File: config.mk
export PLATFORM = sky130hd
export DESIGN_NAME = enc8_3_seq
export DESIGN_NICKNAME = d
export VERILOG_FILES = /design/src/rtl/enc_pkg.sv /design/src/rtl/pri_enc8.sv /design/src/rtl/enc8_3_seq.sv
export SDC_FILE = /design/constraint.sdc
export NUM_CORES = 1
export LEC_CHECK = 0
export ABC_AREA = 1
export BUFFER_PORTS_ARGS = -buffer_cell sky130_fd_sc_hd__buf_2
export CAP_MARGIN = 20
export CORE_AREA = 5 5 42 44
export CTS_BUF_LIST = sky130_fd_sc_hd__clkbuf_8
export CTS_CLUSTER_DIAMETER = 150
export CTS_CLUSTER_SIZE = 40
export DETAILED_ROUTE_END_ITERATION = 6
export DIE_AREA = 0 0 47 49
export PLACE_DENSITY_LB_ADDON = 0.05
export SLEW_MARGIN = 10
export SYNTH_ARGS = -nofsm -noshare
export SYNTH_HDL_FRONTEND = slang
export SYNTH_HIERARCHICAL = 1
export SYNTH_SLANG_ARGS = --single-unit
File: constraint.sdc
create_clock -name clk -period 3.6 [get_ports clk]
set_input_delay 0.18 -clock clk [delete_from_list [all_inputs] [get_ports clk]]
set_output_delay 0.18 -clock clk [all_outputs]
set_load 0.005 [all_outputs]
File: src/rtl/enc_pkg.sv
// Shared types and widths for the sequential 8-to-3 encoder.
package enc_pkg;

    localparam int W_IN   = 8;
    localparam int W_CODE = 3;

    typedef enum logic {
        IDLE = 1'b0,
        EMIT = 1'b1
    } state_t;

endpackage

File: src/rtl/pri_enc8.sv
// Combinational 8-bit priority encoder with selectable scan direction.
module pri_enc8
    import enc_pkg::*;
(
    input  logic [W_IN-1:0]   vec_i,
    input  logic              lsb_first_i,
    output logic [W_CODE-1:0] idx_o,
    output logic              any_o,
    output logic              one_o
);

    logic [W_CODE-1:0] lo_idx;
    logic [W_CODE-1:0] hi_idx;

    // Later iterations overwrite earlier ones, so scan order sets priority.
    always_comb begin
        lo_idx = '0;
        hi_idx = '0;
        for (int i = W_IN - 1; i >= 0; i--) begin
            if (vec_i[i]) begin
                lo_idx = W_CODE'(i);
            end
        end
        for (int j = 0; j < W_IN; j++) begin
            if (vec_i[j]) begin
                hi_idx = W_CODE'(j);
            end
        end
    end

    assign idx_o = lsb_first_i ? lo_idx : hi_idx;
    assign any_o = |vec_i;
    assign one_o = any_o && ((vec_i & (vec_i - W_IN'(1))) == '0);

endmodule

File: src/rtl/enc8_3_seq.sv
// Latches a multi-hot word and streams the index of each set bit.
module enc8_3_seq
    import enc_pkg::*;
#(
    parameter bit LSB_FIRST = 1'b1
) (
    input  logic              clk,
    input  logic              rst,
    input  logic              in_valid,
    input  logic [W_IN-1:0]   in_data,
    output logic              in_ready,
    output logic              out_valid,
    output logic [W_CODE-1:0] out_code,
    output logic              out_last,
    output logic              out_zero,
    input  logic              out_ready
);

    state_t            state_q, state_d;
    logic [W_IN-1:0]   pend_q, pend_d;
    logic [W_CODE-1:0] idx;
    logic              any_set;
    logic              one_set;
    logic              last;

    pri_enc8 u_pri (
        .vec_i       (pend_q),
        .lsb_first_i (LSB_FIRST),
        .idx_o       (idx),
        .any_o       (any_set),
        .one_o       (one_set)
    );

    assign last = one_set || !any_set;

    always_comb begin
        state_d   = state_q;
        pend_d    = pend_q;
        in_ready  = 1'b0;
        out_valid = 1'b0;
        out_code  = '0;
        out_last  = 1'b0;
        out_zero  = 1'b0;
        unique case (state_q)
            IDLE: begin
                in_ready = 1'b1;
                if (in_valid) begin
                    pend_d  = in_data;
                    state_d = EMIT;
                end
            end
            EMIT: begin
                out_valid = 1'b1;
                out_code  = idx;
                out_last  = last;
                out_zero  = !any_set;
                if (out_ready) begin
                    pend_d = pend_q & ~(W_IN'(1) << idx);
                    if (last) begin
                        state_d = IDLE;
                    end
                end
            end
            default: state_d = IDLE;
        endcase
    end

    always_ff @(posedge clk) begin
        if (rst) begin
            state_q <= IDLE;
            pend_q  <= '0;
        end else begin
            state_q <= state_d;
            pend_q  <= pend_d;
        end
    end

endmodule

# Word-level counts from Yosys, hierarchy flattened
# Index checks and enable logic that the tools add are counted.
totals:
  wordCells: 36
  inputBits: 12
  out_inout_bits: 7
  reg_bits: 9
op_classes:
  n_eq_ne: 2
  n_mux: 20
  bitwise_logic: 4
  shifts: 1
  addsub: 1
  reduce_logical: 6
ops:
  columns: ["op", "count"]
  rows:
  - ["$mux 3", 9]
  - ["$and 8x8->8", 2]
  - ["$mux 8", 2]
  - ["$pmux 8 s2", 1]
  - ["$logic_not 8->1", 1]
  - ["$not 8->8", 1]
  - ["$reduce_or 8->1", 1]
  - ["$shl 1x3->8 const A", 1]
  - ["$sub 8x1->8 const B", 1]
  - ["$mux 1", 7]
  - ["$ne 2x2->1 const B", 2]
  - ["$pmux 1 s2", 1]
  - ["$reduce_and 2->1", 1]
  - ["$logic_and 1x1->1", 1]
  - ["$logic_not 1->1", 1]
  - ["$logic_or 1x1->1", 1]
  - ["$not 1->1", 1]

# Logic depth before layout (Yosys ltp)
logic_depth:
  ltp_word: 13
  ltp_mapped: 15
  ltp_nobuf: 15

# Cells and area by module
# Netlist, hierarchy kept.
by_module_without_submodules:
  columns: ["module", "cells_per_inst", "n_inst", "seq_area_each_um2", "area_per_inst_um2"]
  rows:
  - ["enc8_3_seq", 74, 1, 180.2, 479.2]
  - ["pri_enc8", 49, 1, 0.0, 207.7]

# Worst setup path after synthesis
# OpenSTA, ideal clock, no wires.
synth_path:
  path_kind: "register -> register"
  from: "register pend_q[3]"
  to: "register state_q"
  path_stages_with_launch: 11
  arrival_ns: 1.175
  setup_ns: 0.109
  slack_ns: 2.316
  required_ns: 3.491
  synth_period_minus_slack_ns: 1.284
  n_path_buf: 0
  cell_sequence: "dfxtp_1 -> nor2_2 -> nand2_2 -> o21ai_1 -> nand2_1 -> nor2_1 -> inv_1 -> a21oi_1 -> nand2_1 -> nand2_1 -> inv_1"
synth_between:
  elab_chain_cells: 8
  elab_cells_between_ends: 10
  cone_classes: "add/sub: 1; mux: 3; bitwise: 1; reduce/logical: 5"
synth_lines:
  columns: ["item", "line_no", "text"]
  rows:
  - ["start: declaration", "enc8_3_seq.sv:20", "logic [W_IN-1:0] pend_q, pend_d;"]
  - ["start signal: assignment", "enc8_3_seq.sv:74", "pend_q <= pend_d;"]
  - ["$sub 8x1->8", "pri_enc8.sv:33", "assign one_o = any_o && ((vec_i & (vec_i - W_IN'(1))) == '0);"]
  - ["$and 8x8->8", "pri_enc8.sv:33", null]
  - ["$logic_not 8->1", "pri_enc8.sv:33", null]
  - ["$logic_and 1x1->1 (*)", "pri_enc8.sv:33", null]
  - ["via one_set", "enc8_3_seq.sv:23", "logic one_set;"]
  - ["$logic_or 1x1->1 (*)", "enc8_3_seq.sv:34", "assign last = one_set || !any_set;"]
  - ["$mux 1 (*)", "enc8_3_seq.sv:59", "if (last) begin"]
  - ["$mux 1 (*)", "enc8_3_seq.sv:57", "if (out_ready) begin"]
  - ["$pmux 1 s2 (*)", "enc8_3_seq.sv:44", "unique case (state_q)"]
  - ["end signal: assignment", "enc8_3_seq.sv:73", "state_q <= state_d;"]
  - ["end: declaration", "enc8_3_seq.sv:19", "state_t state_q, state_d;"]
# The timed path passes the listed nets; every way through them passes the cells marked *.
# A chain may end at the register's enable or synchronous reset.

# Worst setup path after layout
layout_path:
  from: "register pend_q[3]"
  to: "output out_last"
layout_between:
  elab_chain_cells: 6
  elab_cells_between_ends: 8
  cone_classes: "add/sub: 1; mux: 1; bitwise: 1; reduce/logical: 5"
layout_lines:
  columns: ["item", "line_no", "text"]
  rows:
  - ["$sub 8x1->8", "pri_enc8.sv:33", null]
  - ["$and 8x8->8", "pri_enc8.sv:33", null]
  - ["$logic_not 8->1", "pri_enc8.sv:33", null]
  - ["$logic_and 1x1->1 (*)", "pri_enc8.sv:33", null]
  - ["via one_set", "enc8_3_seq.sv:23", null]
  - ["$logic_or 1x1->1 (*)", "enc8_3_seq.sv:34", null]
  - ["$mux 1 (*)", "enc8_3_seq.sv:44", null]
  - ["end: declaration", "enc8_3_seq.sv:14", "output logic out_last,"]
# Marked as above.

==> flow_summary.yaml <==
drt:
  ant_nets: 0
  via_per_inst: 4.881
  num_vias: 776
  drt_pass1_iterations: 4
  drc_errors: 0
  drt_wl_total_um: 1697
  drt_iter0_markers: 11
  wire_per_inst_um: 10.67
placed_design:
  gp_congestion: 0.9291
  placed_cells: 155
  dpl-instance-area_sq_um: 782.0
  io_buffers: 18
  dp_hpwl_um: 1333
finish:
  fin_area_sq_um: 827.0
  final_cell_mix: "nand2_1 (48), inv_1 (19), buf_2 (18)"
  final_common_cell: "nand2_1"
  stdcell_count: 159
  layout.nets: 156
  finish.utilization_pct: 59.02
  nFillCells: 153
  area_growth_pct: 20.40
  drive_gt1_share_pct: 23.08
  antenna_cells: 0
setup_path:
  worstPathCellList: "nor2_2, nand2_2, a21oi_1, nand2_1, nor2_1, inv_1, a21oi_1, buf_2"
  max_stage_delay_ns: 0.35
  criticalPathCategory: "reg -> out"
  path_common_cell: "a21oi_1"
  crit_path_end_kind: "output pin"
  slowest_stage: "dfxtp_1"
  arrival_ns: 1.51
  cp_data_required_time_ns: 3.42
  cp_max_fo: 4
  start_kind: "flop"
pwr:
  power.switching_mw: 0.1208
  internal-power_mw: 0.2248
  swShare_pct: 34.95
  p_seq_share_pct: 34.3
  power_frac_comb_pct: 32.6
  vdd_ir_drop_max_v: 0.0002628
  leakage_nw: 0.4764
  p_per_area_mw_per_mm2: 417.8
  p_clk_share_pct: 33.1
die:
  die_x_um: 47
  fp.dieH_um: 49
  core_region_area_sq_mm: 0.001401
  initial_utilization_pct: 49.02
  placementRows: 14
  die-area_sq_mm: 0.002303
  top_level_ports: 19
sta:
  hold_viol: 0
  max_freq_ghz: 0.5931
  period_minus_slack_ns: 1.686
  tns_ns: 0
  rsz0062_at_grt: "false"
  hold_ws_ns: 0.1971
  finalSetupViolCount: 0
  post-route-period-util_pct: 46.84
  slew_violations: 0
  finClkSkew_ns: 0.001885
synthesis:
  synth_area_sq_um: 686.9
  ys.warnings.count: 6
  ys_ff_latch: 9
  yosysTopAreaCellShare_pct: 26.23
  syn_inst: 123
  seq_area_frac_synth_pct: 26.23
  syn_nets: 135
  syn-mean-instance-area_sq_um: 5.585
  synth_cell_types: 19
  post-synth-top-area-cell: "dfxtp_1"
  synthTopCellsByArea: "dfxtp_1 (26%), nand2_1 (26%), inv_1 (9.8%), a21oi_1 (7.3%), nand3_1 (6.6%)"
cts:
  cts_buffer_depth: 2
  post_cts_buffers: 0
  clock_latency_ns: 0.23
  cts-root-buf: "clkbuf_8"
  cts_tree: "built"
  cts_num_sinks: 9
  clk_pin_slew_worst_paths_ns: 0.04
  cts_buffers: 3
  cts_max_level: 1
  hold_buffers: 0
  ctsResizeCount: 0
hold_path:
  min_path_type: "in -> reg"
grt:
  grt_usage_pct: 17.09
  antenna_found_initial: 0
  grt_pass1_wl_um: 2953
  grt_max_degree: 13
  grt_overflow: 0
  grt_pass1_vias: 697
run:
  drv_cap: 0
run_status:
  status: "complete, no violations"
==> worst paths after layout <==
check,from,end,slack (ns),cells after the start
setup / recovery,pend_q[3]$_SDFFE_PP0P_,out_last,1.91,8
hold / removal,in_data[6],pend_q[6]$_SDFFE_PP0P_,0.20,3
setup reg to reg,pend_q[5]$_SDFFE_PP0P_,pend_q[1]$_SDFFE_PP0P_,2.13,11
hold reg to reg,pend_q[4]$_SDFFE_PP0P_,pend_q[4]$_SDFFE_PP0P_,0.47,2
==> layer usage <==
metal / share of wire [%] / vias to the layer above / wire length, um / track usage, %
met3: 5.8 / 8 / 99 / 3.321
li1: - / 417 / - / -
met4: 2.5 / 0 / 43 / 5.530
met2: 45 / 25 / 767 / 26.02
met5: 0 / - / 0 / 0
met1: 46 / 326 / 788 / 23.50
==> cell families (layout without fill, tap and decap cells) <==
group	count (synthesis)	after routing	synth area share (%)
other	1	1	0.5459
buffers and inverters	23	43	13.66
flip-flops	9	9	26.23
AND/OR/NAND/NOR	72	72	44.63
AO/OA/AOI/OAI	18	18	14.94
==> state kept, by name (all words and copies together), names as in the netlist <==
signal   cells
pend_q       8
state_q      1
==> per-stage QoR <==
step,worst slack [ns],total power [mW]
detailed placement,2.162,0.2313
floorplan,2.316,0.2032
global placement,2.139,0.2301
finish,1.914,0.3456
global route,1.706,0.3719
CTS,1.911,0.3439
==> Yosys cell counts, drive strengths merged <==
cell / count
nand3: 9
inv: 20
buf: 2
nor2: 9
o21ai: 3
nand2: 54
clkinv: 1
a21oi: 12
o22ai: 2
dfxtp: 9
conb: 1
a21boi: 1
==> cell type report <==
class | count | area [sq um] | share of cell area [%]
Clock inverter | 1 | 3.754 | 0.4539
Sequential cell | 9 | 180.2 | 21.79
Clock buffer | 3 | 41.29 | 4.992
Multi-Input combinational cell | 91 | 412.9 | 49.92
Inverter | 21 | 78.83 | 9.531
Timing Repair Buffer | 18 | 90.09 | 10.89
Tap cell | 16 | 20.02 | 2.421
==> critical path: cells and delay by family, from the launching register on <==
kind | cells | cell delay, ns
buffers and inverters | 2 | 0.19
flip-flops | 1 | 0.35
AND/OR/NAND/NOR | 4 | 0.43
AO/OA/AOI/OAI | 2 | 0.31
==> power groups by stage <==
stage / combinational (mW) / sequential, mW / clock (mW)
finish: 0.113 / 0.118 / 0.114
global route: 0.130 / 0.121 / 0.122
CTS: 0.112 / 0.118 / 0.114
detailed placement: 0.111 / 0.120 / 0
global placement: 0.110 / 0.120 / 0
floorplan: 0.0882 / 0.115 / 0
Power figures use the tool's default switching activity.
